<file path="config.mk">
export PLATFORM = sky130hd
export DESIGN_NAME = player_bullet_ctrl
export DESIGN_NICKNAME = d
export VERILOG_FILES = /design/src/rtl/player_bullet_ctrl.sv
export SDC_FILE = /design/constraint.sdc
export NUM_CORES = 1
export LEC_CHECK = 0
export ABC_AREA = 1
export ABC_CLOCK_PERIOD_IN_PS = 3150
export CORE_MARGIN = 2
export CORE_UTILIZATION = 54
export DETAILED_ROUTE_END_ITERATION = 10
export HOLD_SLACK_MARGIN = 0.03
export PLACE_DENSITY = 0.83
export SYNTH_ARGS = -nofsm -noshare
export SYNTH_HDL_FRONTEND = slang
export SYNTH_SLANG_ARGS = --single-unit
</file>
<file path="constraint.sdc">
create_clock -name clk -period 3.15 [get_ports clk]
set_input_delay 0.4725 -clock clk [delete_from_list [all_inputs] [get_ports clk]]
set_output_delay 0.4725 -clock clk [all_outputs]
set_load 0.05 [all_outputs]
</file>
<file path="src/rtl/player_bullet_ctrl.sv">
// Player bullet: fire synchroniser, movement tick divider, flight/cooldown FSM,
// BCD hit score and combinational sprite render for the bullet layer.
module player_bullet_ctrl #(
    parameter int unsigned TICK_DIV       = 250000,
    parameter int unsigned SPEED          = 4,
    parameter int unsigned TOP_LIMIT      = 8,
    parameter int unsigned BW             = 2,
    parameter int unsigned BH             = 6,
    parameter int unsigned MUZZLE_DY      = 8,
    parameter int unsigned COOLDOWN_TICKS = 8,
    parameter logic [5:0]  color          = 6'b111111
) (
    input  logic       clk,
    input  logic       reset,
    input  logic       fire,
    input  logic [9:0] playerPosX,
    input  logic [9:0] playerPosY,
    input  logic       collision,
    input  logic [9:0] horCnt,
    input  logic [9:0] verCnt,
    output logic [9:0] bulletPosX,
    output logic [9:0] bulletPosY,
    output logic       bulletActive,
    output logic [7:0] score,
    output logic [5:0] rgbContent
);

    localparam int unsigned DivW  = (TICK_DIV > 1) ? $clog2(TICK_DIV) : 1;
    localparam int unsigned CoolW = $clog2(COOLDOWN_TICKS + 1);
    localparam logic [9:0]  Parked = 10'd1023;

    typedef enum logic [1:0] {StIdle, StFlight, StCooldown} state_t;

    state_t            stateQ, stateD;
    logic [DivW-1:0]   divCnt;
    logic              tick;
    logic              fireSync1, fireSync2, fireDly, firePulse;
    logic [9:0]        posXQ, posXD, posYQ, posYD;
    logic [CoolW-1:0]  coolQ, coolD;
    logic [7:0]        scoreQ, scoreD, scoreInc;
    logic              hitX, hitY;

    assign tick      = (divCnt == DivW'(TICK_DIV - 1));
    assign firePulse = fireSync2 & ~fireDly;

    always_ff @(posedge clk or negedge reset) begin
        if (!reset) begin
            divCnt    <= '0;
            fireSync1 <= 1'b0;
            fireSync2 <= 1'b0;
            fireDly   <= 1'b0;
            stateQ    <= StIdle;
            posXQ     <= Parked;
            posYQ     <= Parked;
            coolQ     <= '0;
            scoreQ    <= 8'h00;
        end else begin
            divCnt    <= tick ? '0 : divCnt + DivW'(1);
            fireSync1 <= fire;
            fireSync2 <= fireSync1;
            fireDly   <= fireSync2;
            stateQ    <= stateD;
            posXQ     <= posXD;
            posYQ     <= posYD;
            coolQ     <= coolD;
            scoreQ    <= scoreD;
        end
    end

    // Saturating two-digit BCD increment
    always_comb begin
        scoreInc = scoreQ;
        if (scoreQ != 8'h99) begin
            if (scoreQ[3:0] == 4'd9) begin
                scoreInc = {scoreQ[7:4] + 4'd1, 4'd0};
            end else begin
                scoreInc[3:0] = scoreQ[3:0] + 4'd1;
            end
        end
    end

    always_comb begin
        stateD = stateQ;
        posXD  = posXQ;
        posYD  = posYQ;
        coolD  = coolQ;
        scoreD = scoreQ;
        unique case (stateQ)
            StIdle: begin
                if (firePulse) begin
                    stateD = StFlight;
                    posXD  = playerPosX + 10'd3;
                    posYD  = playerPosY - 10'(MUZZLE_DY);
                end
            end
            StFlight: begin
                // Collision outranks the tick so a hit is never lost to a move
                if (collision) begin
                    scoreD = scoreInc;
                    posXD  = Parked;
                    posYD  = Parked;
                    coolD  = CoolW'(COOLDOWN_TICKS);
                    stateD = StCooldown;
                end else if (tick) begin
                    if (posYQ < 10'(TOP_LIMIT + SPEED)) begin
                        posXD  = Parked;
                        posYD  = Parked;
                        coolD  = CoolW'(COOLDOWN_TICKS);
                        stateD = StCooldown;
                    end else begin
                        posYD = posYQ - 10'(SPEED);
                    end
                end
            end
            StCooldown: begin
                if (tick) begin
                    if (coolQ <= CoolW'(1)) begin
                        coolD  = '0;
                        stateD = StIdle;
                    end else begin
                        coolD = coolQ - CoolW'(1);
                    end
                end
            end
            default: stateD = StIdle;
        endcase
    end

    assign bulletPosX   = posXQ;
    assign bulletPosY   = posYQ;
    assign bulletActive = (stateQ == StFlight);
    assign score        = scoreQ;

    // 11-bit compares so the right/bottom edge cannot wrap
    assign hitX = ({1'b0, horCnt} >= {1'b0, posXQ}) &&
                  ({1'b0, horCnt} <  ({1'b0, posXQ} + 11'(BW)));
    assign hitY = ({1'b0, verCnt} >= {1'b0, posYQ}) &&
                  ({1'b0, verCnt} <  ({1'b0, posYQ} + 11'(BH)));

    assign rgbContent = (bulletActive && hitX && hitY) ? color : 6'b000000;

endmodule
</file>
==> impl_summary.log, run 1 <==
[metrics] series of cell instances along the critical path: inv_6 > ha_4 > nor2_2 > nand2_2 > nor2_4 > nand2_2 > nor2_2 > xor2_1 > ha_1 > nand3b_1 > nand2_1 > inv_1 > nand2_2 > nor2_4 > buf_12 > buf_12
[metrics] master of the slowest instance on the critical path: dfstp_4
[metrics] failing checks: negative setup slack
[metrics] Initial Util: between 50% and 60%
[metrics] initial DRC count: 221
[metrics] DIE HEIGHT: 95.42 microns
[metrics] most instantiated flip-flop cell in the synthesis netlist: dfrtp_1
[metrics] final-report setup violation count: 6
[metrics] path type of the worst min-delay path: in2async
[metrics] status: complete, but fails checks
[metrics] Layout Cells excl Fill: 801
[metrics] leakage power: around 2.7 nW
[metrics] post-synthesis to final-layout area growth: 26.53%
[metrics] CP max stage delay: 660 ps
[metrics] number of synthesized register bits: 55
[metrics] Final Routed Wirelength: approximately 11000 microns
[metrics] Hold Fails Final Rpt: 0
[metrics] clock sink total: between 50 and 60
[metrics] TNS Setup: -1026 ps
[metrics] Crit path required time: around 2700 ps
[metrics] antenna diode instance count: 0
[metrics] Critical Path Source Type: flop
[metrics] overall via count from detail_route: 4260
[metrics] via count of the first global-routing pass: 4075
[metrics] crit share post-route: 105.4%
[metrics] sum of net half-perimeters after detailed placement: approximately 8400 microns
[metrics] count of H-tree levels built during CTS: 2
[metrics] Power Dens Cells: roughly 230 nW/um^2
[metrics] Most common cell on crit path: nand2_2
[metrics] final max-slew violation count: 0
[metrics] Place WS: between 100 and 150 ps
[metrics] gpl congestion: roughly 0.94
[metrics] Clk Latency, worst-skew pair: roughly 320 ps
[metrics] fraction of layout cells with a size suffix above 1: 14.94%
[metrics] biggest fanout along the worst timing path: 6
[metrics] synthesized area: between 4000 and 5000 sq um
[metrics] Syn Nets: 701
[metrics] min Tclk post-route: 3321 ps
[metrics] RSZ-0062 raised after global routing: yes
[metrics] Core ar.: between 8000 and 9000 sq um
[metrics] fraction of synthesis flops using an asynchronous set or reset pin: 100.0%
[metrics] cell at the root of the clock tree: clkbuf_8
[metrics] overall die area: 9105 sq um
[metrics] antenna violations before repair: 0
[metrics] total overflow reported by the global router: 0
[metrics] antenna viol nets, final: 0
[metrics] Total GRT Usage: approximately a quarter
[metrics] final net count: a little under 800
[metrics] CTS tree: done
[metrics] normalized max-slew margin: 40.67%
[metrics] count of input and output buffers: just under 80
[metrics] number of unique standard cell types used by synthesis: 39
[metrics] Top delay family on crit path: simple AND/OR/NAND/NOR gates
[metrics] YS warnings: 0
[metrics] vias per inst: 5.318
[metrics] CTS Buffer Depth: 2
[metrics] DRC violations left: 0
[metrics] fmax: 0.3011 GHz
[metrics] Worst VDD drop: 0.2098 mV
[metrics] wire per inst: 13.29 microns
[metrics] logic depth of the worst register-to-register path: 7
[metrics] CP endpoint kind: primary output
[metrics] iteration count of the initial detailed-routing pass: 5
[metrics] endpoint of the most critical register-to-register path: bulletPosX[1]
[metrics] row count: 33
[metrics] transition time at the pin with the least slew margin: slightly below 900 ps
[metrics] Synth Instances: 607
[metrics] sequential fraction of the synthesis area: between 30% and 40%
[metrics] maximum number of pins on one net before global-route repair: 37
[metrics] number of buffers added by the clock tree synthesis step: 5
[metrics] type of the setup path with the least slack: reg2out
[metrics] reported max-cap violation count: 0
[metrics] EDFF count, synth: 0
[metrics] synthesized area per cell: 7.435 sq um
[metrics] data arrival time of the critical path: 2850 ps
[metrics] post-route clock skew: 10.52 ps
[metrics] buffering stage count on the worst path with inverters included: 4
[metrics] clock-pin slew reported for the worst setup and hold paths after clock tree synthesis: approximately 110 ps
[metrics] slack of the worst reg-to-reg path: between 1000 and 1500 ps
[metrics] PnR worst setup slack: -171.3 ps
[metrics] Cell Count Post-Placement: about 780
[metrics] reg2reg start: divCnt[0]
[metrics] floorplan die width: 95.42 microns
[metrics] IO Count: 79
[metrics] global-route wire length before repair: 17460 microns
## Yosys cell counts, drive strengths merged (2+ instances only)
cell	instances	area (sq um)
a21boi	3	37.54
a21oi	19	106.4
buf	9	76.32
dfrtp	35	875.8
dfstp	20	525.5
ha	50	625.6
inv	91	341.6
nand2	140	560.5
nand3	46	235.2
nand3b	6	45.04
nand4	15	93.84
nor2	73	311.6
nor3	12	60.06
nor3b	2	15.01
nor4	2	12.51
o211ai	3	22.52
o21a	2	15.01
o21ai	41	239.0
o21bai	2	15.01
xnor2	6	52.55
xor2	25	219.0
## final cells by class
| type | instances | area, sq um |
|---|---|---|
| multi-input combinational | 450 | 2770 |
| fill | 656 | 2465 |
| timing repair buffer | 91 | 945.9 |
| clock inverter | 3 | 28.78 |
| clock buffer | 5 | 68.82 |
| sequential | 55 | 1413 |
| inverter | 92 | 352.8 |
| tap | 105 | 131.4 |
## sequential cells by signal (all words and copies together) (netlist names)
signal,count
bulletPosX,10
coolQ,4
bulletPosY,10
score,8
fireSync2,1
stateQ,2
divCnt,18
fireDly,1
fireSync1,1
## metrics by stage
stage / utilization, % / instance area, sq um / hold slack [ps] / total power [mW]
final: 69.85 / 5710 / 215.2 / 1.305
after global routing: 69.85 / 5710 / 278.2 / 1.365
after CTS: 68.89 / 5632 / 238.9 / 1.315
after detailed placement: 66.96 / 5474 / 334.7 / 0.8903
after global placement: 66.96 / 5474 / 340.4 / 0.8834
after floorplan: - / 4571 / 176.9 / 0.7936
## cells by family after synthesis
kind of cell / Yosys count / share of synthesized area, %
fa+ha+maj: 50 / 13.86
simple gates: 298 / 29.83
compound gates: 71 / 9.814
buf+inv: 102 / 9.426
xor+xnor: 31 / 6.016
flops: 55 / 31.05
## cells in the final DEF, fill, tap and decap left out, types with 2 or more instances in the layout
cell type,count
nor2_1,62
nor2_4,6
xor2_1,25
ha_4,2
nand4_1,15
xnor2_1,6
nand3_1,43
dfrtp_1,35
ha_1,47
clkbuf_8,5
o21ai_1,3
clkdlybuf4s50_1,71
inv_1,82
nand3_2,3
inv_6,3
nor4_1,2
o21ai_2,9
buf_4,12
a21oi_1,18
dfstp_2,17
nor2_2,5
nand3b_1,6
nor3_1,11
o21ai_0,29
inv_2,7
buf_12,7
o21a_1,2
nand2_4,2
o21bai_1,2
dfstp_4,3
nand2_2,14
nor3b_1,2
o211ai_1,3
nand2_1,124
## where the power goes
part	total, mW	internal [mW]	switching, mW
Sequential	0.710	0.709	0.000726
Combinational	0.169	0.0857	0.0837
Clock	0.426	0.169	0.257
Total	1.30	0.963	0.342
## how the worst max path moves through the flow
stage                     cells after the start          start             to  slack [ps]
after floorplan                              15  bulletPosX[2]  rgbContent[1]         0.5
after global placement                       15  bulletPosY[2]  rgbContent[4]         250
after detailed placement                     15  bulletPosY[2]  rgbContent[4]         130
after CTS                                    16  bulletPosY[2]  rgbContent[4]        -140
after global routing                         16  bulletPosX[3]  rgbContent[4]        -300
final                                        16  bulletPosY[2]  rgbContent[4]        -170
## repair_timing
action	in CTS	in global routing
endpoints found under the setup margin	6	6
resized for setup	5	15
setup buffers	6	4
pin swaps	16	13
hold buffers	0	0
## per-layer routing
| layer | global-route usage (%) | vias to the layer above | share of wire [%] |
|---|---|---|---|
| li1 | - | 2136 | - |
| met1 | 29.24 | 1969 | 44 |
| met2 | 43.25 | 134 | 49 |
| met3 | 2.846 | 21 | 5.0 |
| met4 | 7.262 | 0 | 1.7 |
| met5 | 0 | - | 0 |
Note: power is estimated with default switching activity, not from simulation.
==> run 2: changes to the inputs <==
Settings changed: SETUP_SLACK_MARGIN from default to 0.02.
==> run 2 against run 1 <==
  * The flow still finishes with violations (negative setup slack)
  * Hold slack got worse by 6.6 ps
  * Register-to-register slack about the same
  * Die area unchanged
  * Flip-flop and latch count unchanged
  * Setup slack improved by 7.5 ps
  * First-iteration DRC count increased by 20%
  * Routed wire length increased by 6.1%
  * Cell count increased by 0.37%
  * Cell area increased by 0.72%
  * Clock skew increased by 0.76 ps
  * Sequential power about the same
  * Largest power group unchanged
  * Highest routed layer unchanged
==> impl_summary.log, run 2 (synthesis results as in run 1) <==
[metrics] status: complete, but fails checks (unchanged)
[metrics] failing checks: negative setup slack (unchanged)
[metrics] Final Routed Wirelength: 11290 microns (was 10650 microns)
[metrics] commonest cells after routing, fill and taps aside: nand2_1, inv_1, clkdlybuf4s50_1, nor2_1, ha_1 (unchanged)
[metrics] fraction of layout cells with a size suffix above 1: 15.74% (was 14.94%)
[metrics] normalized max-slew margin: 45.51% (was 40.67%)
[metrics] total area of multi-input combinational cells: 2784 sq um (was 2770 sq um)
[metrics] type of the setup path with the least slack: reg2out (unchanged)
[metrics] crit share post-route: 105.2% (was 105.4%)
[metrics] row count: 33 (unchanged)
[metrics] initial DRC count: 266 (was 221)
[metrics] overall die area: 9105 sq um (unchanged)
[metrics] sequential cell area: 1413 sq um (unchanged)
[metrics] RSZ-0062 raised after global routing: yes (unchanged)
[metrics] CP endpoint kind: primary output (unchanged)
[metrics] final-report setup violation count: 6 (unchanged)
[metrics] IO Count: 79 (unchanged)
[metrics] top routing layer used: met4 (unchanged)
[metrics] via count of the first global-routing pass: 4257 (was 4075)
[metrics] Power Dens Cells: 229.4 nW/um^2 (was 228.5 nW/um^2)
[metrics] post-route clock skew: 11.28 ps (was 10.52 ps)
[metrics] overall via count from detail_route: 4405 (was 4260)
[metrics] leading cell type in the layout, fill and taps excluded: nand2_1 (unchanged)
[metrics] count of input and output buffers: 78 (unchanged)
[metrics] data arrival time of the critical path: 2840 ps (was 2850 ps)
[metrics] leakage power: 2.676 nW (was 2.661 nW)
[metrics] gpl congestion: 0.9448 (was 0.9409)
[metrics] number of fill cells in the layout: 640 (was 656)
[metrics] transition time at the pin with the least slew margin: 809.9 ps (was 881.9 ps)
[metrics] Initial Util: 55.20% (unchanged)
[metrics] iteration count of the initial detailed-routing pass: 5 (unchanged)
[metrics] final max-slew violation count: 0 (unchanged)
[metrics] sum of net half-perimeters after detailed placement: 8670 microns (was 8414 microns)
[metrics] Hold Fails Final Rpt: 0 (unchanged)
[metrics] CTS tree: done (unchanged)
[metrics] maximum number of pins on one net before global-route repair: 36 (was 37)
[metrics] CTS Buffer Depth: 2 (unchanged)
[metrics] Crit path required time: 2680 ps (about the same)
[metrics] antenna violations before repair: 0 (unchanged)
[metrics] Critical Path End: rgbContent[2] (was rgbContent[4])
[metrics] DIE HEIGHT: 95.42 microns (unchanged)
[metrics] DRC violations left: 0 (unchanged)
[metrics] clock sink total: 55 (unchanged)
[metrics] clock-pin slew reported for the worst setup and hold paths after clock tree synthesis: 110 ps (about the same)
[metrics] global-route wire length before repair: 18140 microns (was 17460 microns)
[metrics] cell at the root of the clock tree: clkbuf_8 (unchanged)
[metrics] standard cell area after detailed placement: 5489 sq um (was 5474 sq um)
[metrics] biggest fanout along the worst timing path: 6 (unchanged)
[metrics] Total GRT Usage: 24.75% (was 23.72%)
[metrics] count of H-tree levels built during CTS: 2 (unchanged)
[metrics] Post-Route Hold Slack: 208.6 ps (was 215.2 ps)
[metrics] length of routed wiring on met1: 4642 microns (was 4668 microns)
[metrics] fmax: 0.3018 GHz (was 0.3011 GHz)
[metrics] met2 routed wirelength: 5771 microns (was 5269 microns)
[metrics] max reg flops: 18 (unchanged)
[metrics] launching element of the worst setup path: bulletPosY[2] (unchanged)
[metrics] floorplan die width: 95.42 microns (unchanged)
[metrics] vias per inst: 5.479 (was 5.318)
[metrics] number of buffers added by the clock tree synthesis step: 5 (unchanged)
[metrics] Clk Latency, worst-skew pair: 320 ps (about the same)
[metrics] PnR worst setup slack: -163.8 ps (was -171.3 ps)
[metrics] Critical Path Source Type: flop (unchanged)
[metrics] final net count: 792 (was 789)
[metrics] path type of the worst min-delay path: in2async (unchanged)
[metrics] endpoint of the most critical register-to-register path: bulletPosX[1] (unchanged)
[metrics] antenna viol nets, final: 0 (unchanged)
[metrics] register with the most flip-flops: divCnt (unchanged)
[metrics] Worst VDD drop: 0.2610 mV (was 0.2098 mV)
[metrics] Core ar.: 8175 sq um (unchanged)
[metrics] total overflow reported by the global router: 0 (unchanged)
[metrics] reported max-cap violation count: 0 (unchanged)
[metrics] reg2reg start: divCnt[0] (unchanged)
[metrics] Post-Layout Inst Area: 5752 sq um (was 5710 sq um)
[metrics] min Tclk post-route: 3314 ps (was 3321 ps)
[metrics] met3 WL: 579 microns (was 527 microns)
[metrics] slack of the worst reg-to-reg path: 1060 ps (about the same)
[metrics] wire per inst: 14.05 microns (was 13.29 microns)
[metrics] logic depth of the worst register-to-register path: 7 (unchanged)
[metrics] antenna diode instance count: 0 (unchanged)
[metrics] post-synthesis to final-layout area growth: 27.45% (was 26.53%)
-- run 2: worst min-delay path by stage --
stage | slack, ps | to | startpoint | depth (start not counted)
floorplan | 180 | coolQ[0] | reset | 0
global placement | 340 | fireSync2 | fireSync1 | 0
detailed placement | 340 | fireSync2 | fireSync1 | 0
CTS | 230 | score[5] | reset | 1
global route | 270 | score[5] | reset | 1
finish | 210 | score[5] | reset | 1
-- run 2: cell type report --
cell class                 instances  share of cell area [%]
clock buffer                       5                   1.196
clock inverter                     3                  0.5873
inverter                          92                   6.134
multi-input combinational        450                   48.40
sequential                        55                   24.56
tap                              105                   2.284
timing repair buffer              94                   16.84
-- run 2: per-layer routing --
metal  up-vias  track usage (%)
li1       2134                -
met1      2085            30.45
met2       152            44.48
met3        34            2.609
met4         0            9.524
met5         -                0
-- run 2: power by group --
group / switching (mW) / internal (mW)
Clock: 0.265 / 0.170
Sequential: 0.000569 / 0.709
Combinational: 0.0884 / 0.0871
Total: 0.354 / 0.966
-- run 2: repair_timing --
item                       in CTS  in global routing
resized for setup               5                 15
hold endpoints to repair        0                  0
pin swaps                      10                 14
setup endpoints to repair       6                  6
hold buffers                    0                  0
buffers inserted                7                  5
-- run 2: stage by stage --
stage	instances	setup slack [ps]	total power, mW	util, %	TNS [ps]
after floorplan	607	2.669	0.7940	-	0
after CTS	799	-114.0	1.327	69.22	-683.4
after detailed placement	784	132.1	0.8920	67.14	0
after global placement	784	263.4	0.8842	67.14	0
final	804	-163.8	1.319	70.36	-981.9
after global routing	804	-264.6	1.373	70.36	-1586
-- run 2: critical path, stage by stage, from the launching register on --
cell	delay, ps
dfstp_4	660
inv_6	40
ha_4	160
nor2_4	90
nand2_2	80
buf_4	140
xor2_1	140
ha_1	270
nand2_1	90
nor2_1	60
nand2_1	70
nand4_1	110
nand3b_1	130
nand2_2	80
nor2_4	120
buf_12	150
buf_12	140
==> run 3: changes to the inputs <==
Settings changed: CORE_MARGIN 2 to 3, GPL_ROUTABILITY_DRIVEN from default to 0.
==> run 3 against run 2 <==
  * The run still ends with negative setup slack left
  * Clock-buffer cell count unchanged
  * Cell count decreased by 0.25%
  * First-iteration DRC count decreased by 6.0%
  * Global-route usage is 1.4 points lower
  * Sequential power about the same
  * Critical path type unchanged
  * Largest cell class unchanged
==> impl_summary.log, run 3 (synthesis results as in run 1) <==
[metrics] clock sink total: 55 (unchanged)
[metrics] endpoint of the most critical register-to-register path: bulletPosX[1] (unchanged)
[metrics] crit share post-route: 102.3% (was 105.2%)
[metrics] transition time at the pin with the least slew margin: 926.0 ps (was 809.9 ps)
[metrics] iteration count of the initial detailed-routing pass: 6 (was 5)
[metrics] fraction of layout cells with a size suffix above 1: 15.14% (was 15.74%)
[metrics] DRC violations left: 0 (unchanged)
[metrics] data arrival time of the critical path: 2750 ps (was 2840 ps)
[metrics] Initial Util: 56.93% (was 55.20%)
[metrics] path type of the worst min-delay path: in2async (unchanged)
[metrics] final max-slew violation count: 0 (unchanged)
[metrics] global-route wire length before repair: 18800 microns (was 18140 microns)
[metrics] Power Dens Cells: 227.1 nW/um^2 (was 229.4 nW/um^2)
[metrics] number of buffers added by the clock tree synthesis step: 5 (unchanged)
[metrics] CTS Buffer Depth: 2 (unchanged)
[metrics] reg2reg start: divCnt[0] (unchanged)
[metrics] Critical Path Source Type: flop (unchanged)
[metrics] total area of multi-input combinational cells: 2754 sq um (was 2784 sq um)
[metrics] wire per inst: 14.17 microns (was 14.05 microns)
[metrics] biggest fanout along the worst timing path: 6 (unchanged)
[metrics] post-route clock skew: 13.65 ps (was 11.28 ps)
[metrics] failing checks: negative setup slack (unchanged)
[metrics] CTS tree: done (unchanged)
[metrics] antenna diode instance count: 0 (unchanged)
[metrics] antenna viol nets, final: 0 (unchanged)
[metrics] buffering stage count on the worst path with inverters included: 4 (unchanged)
[metrics] Hold Fails Final Rpt: 0 (unchanged)
[metrics] final-report setup violation count: 6 (unchanged)
[metrics] Total GRT Usage: 23.38% (was 24.75%)
[metrics] min Tclk post-route: 3223 ps (was 3314 ps)
[metrics] status: complete, but fails checks (unchanged)
[metrics] final net count: 793 (was 792)
[metrics] IO Count: 79 (unchanged)
[metrics] fmax: 0.3103 GHz (was 0.3018 GHz)
[metrics] reported max-cap violation count: 0 (unchanged)
[metrics] cell at the root of the clock tree: clkbuf_8 (unchanged)
[metrics] sum of net half-perimeters after detailed placement: 8756 microns (was 8670 microns)
[metrics] total overflow reported by the global router: 0 (unchanged)
[metrics] PnR worst setup slack: -72.56 ps (was -163.8 ps)
[metrics] leading cell type in the layout, fill and taps excluded: nand2_1 (unchanged)
[metrics] normalized max-slew margin: 37.70% (was 45.51%)
[metrics] slack of the worst reg-to-reg path: 1010 ps (was 1060 ps)
[metrics] leakage power: 2.675 nW (was 2.676 nW)
[metrics] series of cell instances along the critical path: inv_2 > nor3_4 > nand2_2 > xor2_1 > ha_1 > nand2_2 > inv_1 > a21oi_2 > nand2_1 > nand2_1 > nand2_1 > nand2_1 > nand3_2 > nor2_4 > buf_12 > buf_12 (was inv_6 > ha_4 > nor2_4 > nand2_2 > buf_4 > xor2_1 > ha_1 > nand2_1 > nor2_1 > nand2_1 > nand4_1 > nand3b_1 > nand2_2 > nor2_4 > buf_12 > buf_12)
[metrics] register with the most flip-flops: divCnt (unchanged)
[metrics] launching element of the worst setup path: bulletPosX[3] (was bulletPosY[2])
[metrics] clock-pin slew reported for the worst setup and hold paths after clock tree synthesis: 110 ps (about the same)
[metrics] Total Power: 1.299 mW (was 1.319 mW)
[metrics] logic depth of the worst register-to-register path: 7 (unchanged)
[metrics] row count: 32 (was 33)
[metrics] count of H-tree levels built during CTS: 2 (unchanged)
[metrics] Crit path required time: 2680 ps (about the same)
[metrics] Cell Count Post-Placement: 780 (was 784)
[metrics] Core ar.: 7928 sq um (was 8175 sq um)
[metrics] Clk Latency, worst-skew pair: 310 ps (was 320 ps)
[metrics] maximum number of pins on one net before global-route repair: 38 (was 36)
[metrics] post-synthesis to final-layout area growth: 26.73% (was 27.45%)
[metrics] CP max stage delay: 640 ps (was 660 ps)
[metrics] antenna violations before repair: 0 (unchanged)
[metrics] master of the slowest instance on the critical path: dfstp_4 (unchanged)
[metrics] count of input and output buffers: 78 (unchanged)
[metrics] sequential cell area: 1413 sq um (unchanged)
[metrics] RSZ-0062 raised after global routing: yes (unchanged)
[metrics] via count of the first global-routing pass: 4297 (was 4257)
[metrics] commonest cells after routing, fill and taps aside: nand2_1, inv_1, clkdlybuf4s50_1, nor2_1, ha_1 (unchanged)
[metrics] vias per inst: 5.473 (was 5.479)
[metrics] standard cell area after detailed placement: 5478 sq um (was 5489 sq um)
[metrics] type of the setup path with the least slack: reg2out (unchanged)
[metrics] Util after Layout: 72.14% (was 70.36%)
[metrics] Top delay family on crit path: simple AND/OR/NAND/NOR gates (unchanged)
[metrics] number of fill cells in the layout: 628 (was 640)
[metrics] Post-Layout Inst Area: 5719 sq um (was 5752 sq um)
[metrics] Place WS: 208.2 ps (was 132.1 ps)
[metrics] number of buffers added to fix hold violations after cts: 0 (unchanged)
[metrics] DIE HEIGHT: 97.42 microns (was 95.42 microns)
[metrics] floorplan die width: 97.42 microns (was 95.42 microns)
[metrics] overall via count from detail_route: 4389 (was 4405)
[metrics] CP endpoint kind: primary output (unchanged)
[metrics] Final Routed Wirelength: 11360 microns (was 11290 microns)
[metrics] Worst VDD drop: 0.2213 mV (was 0.2610 mV)
[metrics] Layout Cells excl Fill: 802 (was 804)
[metrics] Most common cell on crit path: nand2_1
[metrics] initial DRC count: 250 (was 266)
[metrics] max reg flops: 18 (unchanged)
[metrics] overall die area: 9491 sq um (was 9105 sq um)
run 3: area by class of cell:
class / instances / area share [%]
clock inverters: 3 / 0.4813
repair buffers: 95 / 17.06
flip-flops and latches: 55 / 24.70
well taps: 102 / 2.231
clock buffers: 5 / 1.203
inverters: 92 / 6.169
multi-input cells: 450 / 48.15
run 3: worst register-to-register path, cell delays in order, from the launching register on:
cell and delay [ps]:
dfrtp_1 430, ha_1 210, nand3_1 210, nor2_2 220
nand2_4 130, a21oi_4 340, nand2_4 280, a21boi_0 260
run 3: per-layer routing:
metal	share of wire, %	global-route usage, %
met1	40	28.11
met2	51	43.07
met3	6.4	3.948
met4	1.7	5.857
met5	0	0
run 3: repair_timing:
action                     in CTS  in global routing
pin swaps                      19                 12
gates resized for setup         7                  6
setup buffers                   8                  6
setup endpoints to repair       6                  6
run 3: metrics by stage:
stage | hold WS, ps | TNS [ps]
2_1_floorplan | 176.9 | 0
3_3_place_gp | 344.9 | 0
3_5_place_dp | 345.7 | 0
4_1_cts | 247.8 | -436.7
5_1_grt | 275.9 | -1463
6_report | 228.0 | -431.2
run 3: how the worst max path moves through the flow:
| stage | slack [ps] | endpoint | cells past startpoint |
|---|---|---|---|
| after detailed placement | 210 | rgbContent[3] | 15 |
| after global placement | 260 | rgbContent[1] | 15 |
| after CTS | -70 | rgbContent[3] | 16 |
| final | -70 | rgbContent[3] | 16 |
| after floorplan | 3 | rgbContent[1] | 15 |
| after global routing | -240 | rgbContent[3] | 15 |
run 3: where the power goes:
part	leakage [nW]	total [mW]	internal, mW	switching (mW)
Sequential	0.668	0.709	0.709	0.000621
Clock	0.0467	0.416	0.165	0.251
Combinational	1.96	0.173	0.0862	0.0871
Total	2.68	1.30	0.960	0.339
